`src/rtl/ama_riscv_reg_file_mp_pkg.sv`:
```
// Shared register-file constants: ABI register names and the hard-wired zero address.
package ama_riscv_reg_file_mp_pkg;

  localparam int RF_ZERO = 0;

  typedef enum logic [4:0] {
    RF_X0_ZERO, RF_X1_RA,  RF_X2_SP,  RF_X3_GP,  RF_X4_TP,  RF_X5_T0,  RF_X6_T1,  RF_X7_T2,
    RF_X8_S0,   RF_X9_S1,  RF_X10_A0, RF_X11_A1, RF_X12_A2, RF_X13_A3, RF_X14_A4, RF_X15_A5,
    RF_X16_A6,  RF_X17_A7, RF_X18_S2, RF_X19_S3, RF_X20_S4, RF_X21_S5, RF_X22_S6, RF_X23_S7,
    RF_X24_S8,  RF_X25_S9, RF_X26_S10, RF_X27_S11, RF_X28_T3, RF_X29_T4, RF_X30_T5, RF_X31_T6
  } rf_abi_e;

  // ABI name narrowed to an AW-bit address; small files alias the upper names.
  function automatic int unsigned rf_abi_addr(rf_abi_e r, int aw);
    return int'(r) & ((1 << aw) - 1);
  endfunction

endpackage

```
`src/rtl/ama_riscv_rf_read_port.sv`:
```
// One register-file read port: address mux, writeback bypass compare and busy lookup.
module ama_riscv_rf_read_port
  import ama_riscv_reg_file_mp_pkg::*;
#(
  parameter int XLEN   = 32,
  parameter int NREG   = 32,
  parameter int BYPASS = 1,
  localparam int AW    = $clog2(NREG)
) (
  input  logic                       rst_n,
  input  logic [AW-1:0]              rd_addr,
  input  logic [NREG-1:0][XLEN-1:0]  regs,
  input  logic [NREG-1:0]            busy,
  input  logic                       we,
  input  logic [AW-1:0]              wr_addr,
  input  logic [XLEN-1:0]            wr_data,
  output logic [XLEN-1:0]            rd_data,
  output logic                       rd_busy
);

  localparam logic BYP = (BYPASS != 0);

  logic nz, hit;

  assign nz  = (rd_addr != AW'(RF_ZERO));
  assign hit = BYP && we && (wr_addr == rd_addr);

  // Gating by rst_n keeps the forwarding path quiet while storage is held in reset.
  always_comb begin
    rd_data = '0;
    rd_busy = 1'b0;
    if (rst_n && nz) begin
      rd_data = hit ? wr_data : regs[rd_addr];
      rd_busy = !hit && busy[rd_addr];
    end
  end

endmodule

```
`src/rtl/ama_riscv_reg_file_mp.sv`:
```
// Multi-port integer register file with per-register write-pending scoreboard.
module ama_riscv_reg_file_mp
  import ama_riscv_reg_file_mp_pkg::*;
#(
  parameter int XLEN   = 32,
  parameter int NREG   = 32,
  parameter int NRP    = 2,
  parameter int BYPASS = 1,
  localparam int AW    = $clog2(NREG)
) (
  input  logic                 clk,
  input  logic                 rst_n,
  input  logic [NRP*AW-1:0]    rd_addr,
  output logic [NRP*XLEN-1:0]  rd_data,
  output logic [NRP-1:0]       rd_busy,
  input  logic                 we,
  input  logic [AW-1:0]        wr_addr,
  input  logic [XLEN-1:0]      wr_data,
  input  logic                 sb_set,
  input  logic [AW-1:0]        sb_addr,
  input  logic                 sb_flush
);

  logic [XLEN-1:0]           regs_q [NREG-1:1];
  logic [NREG-1:1]           busy_q, busy_d;
  logic [NREG-1:0][XLEN-1:0] regs_all;
  logic [NREG-1:0]           busy_all;

  always_ff @(posedge clk or negedge rst_n) begin
    if (!rst_n) begin
      for (int r = 1; r < NREG; r++) regs_q[r] <= '0;
    end else if (we && wr_addr != AW'(RF_ZERO)) begin
      regs_q[wr_addr] <= wr_data;
    end
  end

  // Later assignments win: set (younger instr) over flush over writeback clear.
  always_comb begin
    busy_d = busy_q;
    for (int r = 1; r < NREG; r++) begin
      if (we && wr_addr == AW'(r))      busy_d[r] = 1'b0;
      if (sb_flush)                     busy_d[r] = 1'b0;
      if (sb_set && sb_addr == AW'(r))  busy_d[r] = 1'b1;
    end
  end

  always_ff @(posedge clk or negedge rst_n) begin
    if (!rst_n) busy_q <= '0;
    else        busy_q <= busy_d;
  end

  always_comb begin
    regs_all[0] = '0;
    for (int r = 1; r < NREG; r++) regs_all[r] = regs_q[r];
  end

  assign busy_all = {busy_q, 1'b0};

  for (genvar i = 0; i < NRP; i++) begin : g_rp
    ama_riscv_rf_read_port #(
      .XLEN   (XLEN),
      .NREG   (NREG),
      .BYPASS (BYPASS)
    ) u_rp (
      .rst_n   (rst_n),
      .rd_addr (rd_addr[i*AW +: AW]),
      .regs    (regs_all),
      .busy    (busy_all),
      .we      (we),
      .wr_addr (wr_addr),
      .wr_data (wr_data),
      .rd_data (rd_data[i*XLEN +: XLEN]),
      .rd_busy (rd_busy[i])
    );
  end

endmodule

```
`config.mk`:
```
export PLATFORM = sky130hd
export DESIGN_NAME = ama_riscv_reg_file_mp
export DESIGN_NICKNAME = d
export VERILOG_FILES = /design/src/rtl/ama_riscv_reg_file_mp_pkg.sv /design/src/rtl/ama_riscv_rf_read_port.sv /design/src/rtl/ama_riscv_reg_file_mp.sv
export SDC_FILE = /design/constraint.sdc
export NUM_CORES = 2
export LEC_CHECK = 0
export ABC_AREA = 1
export BUFFER_PORTS_ARGS = -buffer_cell sky130_fd_sc_hd__buf_4
export CORE_MARGIN = 1.5
export CORE_UTILIZATION = 25
export DETAILED_ROUTE_END_ITERATION = 10
export PLACE_DENSITY = 0.36
export SLEW_MARGIN = 10
export SYNTH_ARGS = -nofsm -noshare
export SYNTH_HDL_FRONTEND = slang
export SYNTH_SLANG_ARGS = --single-unit
```
`constraint.sdc`:
```
create_clock -name clk -period 1.9 [get_ports clk]
set_input_delay 0.095 -clock clk [delete_from_list [all_inputs] [get_ports clk]]
set_output_delay 0.095 -clock clk [all_outputs]
set_load 0.1 [all_outputs]
```
==> flow_metrics.env <==
export IMPL_timing_rr_end="busy_q[13]$_DFFE_PN0P_"
export IMPL_routed_wirelength_um=326000
export IMPL_crit_path_end_kind="output port"
export IMPL_fin_crit_ns=2.45
export IMPL_ant_nets=0
export IMPL_fp_row_count=178
export IMPL_io_pins=123
export IMPL_critPathKind="reg2out"
export IMPL_synth_edf_count=0
export IMPL_tightest_slew_ns=1.07
export IMPL_p_leak_nw=36.1
export IMPL_root_buffer="clkbuf_16"
export IMPL_placed_cells=12000
export IMPL_ys_warn_count=0
export IMPL_dp_hpwl_um=211000
export IMPL_place_congestion=0.856
export IMPL_rsz0062_at_grt="yes"
export IMPL_critPathArrivalTime_ns=2.36
export IMPL_area_delta_synth_final_pct=34.1
export IMPL_nNetsFinal=9130
export IMPL_hold_depth=4
export IMPL_syn_inst=8779
export IMPL_ys_seq_elements=1023
export IMPL_clkLatencyLatePin_ns=0.82
export IMPL_initial_core_util_pct=25.1
export IMPL_max_stage_delay_ns=0.37
export IMPL_cts_max_level=4
export IMPL_r2r_start="busy_q[13]$_DFFE_PN0P_"
export IMPL_outcome="finished, violations left"
export IMPL_layout_worst_path_cycle_share_pct=129
export IMPL_crit_required_ns=1.80
export IMPL_drt_wirelength_per_cell_um=26.4
export IMPL_skew_ns=0
export IMPL_maxCapViolCount=0
export IMPL_track_usage_pct=26.9
export IMPL_drt_iter0_drc=6317
export IMPL_antenna_found_initial=16
export IMPL_hold_path_class="in2reg"
export IMPL_grt_max_degree=133
export IMPL_grt_pass1_vias=60100
export IMPL_cp_top_family="simple AND/OR/NAND/NOR gates"
export IMPL_placed_cell_area_sq_um=69400
export IMPL_final_area_sq_um=79400
export IMPL_max_freq_mhz=408
export IMPL_avgSynthCellArea_sq_um=6.74
export IMPL_setup_violations_final=128
export IMPL_setup_tns_final_ns=-28.91
export IMPL_grt_first_pass_wirelength_um=463000
export IMPL_dieArea_sq_um=240000
export IMPL_async_flop_share_pct=100
export IMPL_max_slew_margin_pct=28.9
export IMPL_avgViaCountPerCell=5.06
export IMPL_nFillCells=25000
export IMPL_worstPathCellList="inv_2 > nand2_1 > nand3_1 > nand2_1 > nor2_2 > nand2_1 > nand3_1 > nand3_2 > nand2_4 > inv_4 > buf_12"
export IMPL_seq_area_frac_synth_pct=43.2
export IMPL_slew_viol_final=0
export IMPL_yosys_cell_types_count=27
export IMPL_fp_dieH_um=490
export IMPL_coreArea_sq_um=235000
export IMPL_cp_max_fo=3
export IMPL_min_from="wr_data[27]"
export IMPL_violations="setup timing"
export IMPL_cts_buffer_depth=3
export IMPL_mappedNetlistNets=8836
export IMPL_start_kind="flip-flop"
export IMPL_power_mw=76.8
export IMPL_netlist_area_sq_um=59200
export IMPL_cts_tree="done"
export IMPL_drcViolationCount=0
export IMPL_hold_viol=0
export IMPL_synth_ff_type="dfrtp_1"
export IMPL_ir_drop_mv=0.726
export IMPL_numCtsBuffers=139
export IMPL_cellPowerDensity_nw_per_um2=967
export IMPL_clock_sinks=1023
export IMPL_crit_slowest_cell="dfrtp_1"
export IMPL_crit_buf_inv=3
export IMPL_regArea_sq_um=25600
export IMPL_crit_top_cell="nand2_1"
export IMPL_r2r_cells=3
export IMPL_multi_input_area_sq_um=31100
export IMPL_ff2ff_setup_slack_ns=0.64
export IMPL_hold_path_endpoint="regs_all[507]$_DFFE_PN0P_"
export IMPL_final_layout_size_suffix_gt1_share_pct=21.9
export IMPL_fp_dieW_um=490
export IMPL_io_buffers=122
export IMPL_vias=62400
export IMPL_place_ws_ns=-0.635
export IMPL_cp_num_cells=11
export IMPL_clk_pin_slew_ns=0.06
export IMPL_grt_remaining_overflow=0
export IMPL_fin_cells=12300
export IMPL_dr_pass1_iters=6
export IMPL_setup_ws_ns=-0.553
==> sequential cells by signal, summed over array words and instances, names as in the netlist <==
name	cells
busy_q	31
regs_all	992
==> area by class of cell <==
type	instances	area share (%)
clock inverters	35	0.671
clock buffers	210	5.24
inverters	787	3.89
flip-flops and latches	1023	32.2
multi-input cells	6226	39.2
diodes	11	0.0347
repair buffers	896	13.8
well taps	3150	4.96
==> cell families (layout without fill, tap and decap cells) <==
family / Yosys count / in the layout / share of synthesized area (%)
simple gates: 4719 / 4719 / 33.0
buf+inv: 1530 / 1928 / 10.4
compound gates: 1505 / 1505 / 13.3
flops: 1023 / 1023 / 43.2
xor+xnor: 2 / 2 / 0.0296
other cells: 0 / 11 / 0
==> worst max-delay path by stage <==
stage                              start          end  slack [ns]
2_1_floorplan                 rd_addr[3]  rd_data[12]        0.07
3_3_place_gp                  rd_addr[0]  rd_data[17]       -0.60
3_5_place_dp                  rd_addr[0]  rd_data[17]       -0.64
4_1_cts         regs_all[68]$_DFFE_PN0P_  rd_data[36]       -0.57
5_1_grt           busy_q[29]$_DFFE_PN0P_   rd_busy[1]       -0.61
6_report       regs_all[356]$_DFFE_PN0P_  rd_data[36]       -0.55
==> through the flow <==
step | util (%) | hold WS, ns
2_1_floorplan | - | -0.201
5_1_grt | 33.7 | 0.130
6_report | 33.7 | 0.138
3_5_place_dp | 29.5 | 0.129
4_1_cts | 33.0 | 0.0834
3_3_place_gp | 29.5 | 0.133
==> layout by cell type (no fill, tap or decap), types with 21 or more instances in the layout <==
master	Yosys	final
a21oi_1	295	252
clkbuf_8	0	39
o21ai_1	14	47
o21ai_0	1064	1029
inv_1	772	529
nand2_4	0	39
o211ai_1	101	101
nand2_1	2955	2766
buf_6	0	37
inv_2	13	218
inv_4	0	24
buf_12	0	309
nand3_2	0	306
dfrtp_1	1023	1023
a21oi_2	0	43
nand3_1	1365	992
nor3_2	0	21
clkbuf_16	0	142
clkbuf_1	376	32
nand3_4	0	67
buf_4	23	493
dlygate4sd3_1	0	47
nor2_4	6	35
nor2_2	5	24
nor2_1	351	303
nand2_2	2	145
==> cell usage after synthesis (9+ instances only) <==
cell	instances	share of area [%]
o21ai_0	1064	9.0
o21ai_1	14	0.12
clkbuf_1	376	2.4
buf_1	80	0.51
nor3_1	33	0.28
a32o_1	9	0.15
buf_2	260	2.2
inv_2	13	0.082
dfrtp_1	1023	43
nand3_1	1365	12
a21oi_1	295	2.5
nor2_1	351	2.2
buf_4	23	0.29
o31ai_1	15	0.19
o211ai_1	101	1.3
inv_1	772	4.9
nand2_1	2955	19
==> routing by layer <==
metal  up-vias  track usage [%]  share of wire [%]
met5         -                0             0.0028
li1      28800                -                  -
met4         2             9.53                4.0
met2      2315             44.0                 46
met1     30800             36.3                 44
met3       530             3.24                5.6
==> worst register-to-register path: stages (launching register included) <==
cell	delay, ns
dfrtp_1	0.32
inv_1	0.07
o31ai_1	0.22
dlygate4sd3_1	0.58
==> timing repair <==
item,in CTS,in global routing
hold buffers,47,1
resized for setup,849,453
cloned,0,1
buffers inserted,19,31
endpoints found under the hold margin,1759,52
pin swaps,348,343
setup endpoints to repair,66,244
==> report_power, final <==
part	switching, mW	internal, mW	leakage [nW]
registers	2.46	26.4	12.3
clock network	11.3	16.3	2.31
logic	12.9	7.34	21.5
No activity file was read; power rests on OpenSTA's default activity.
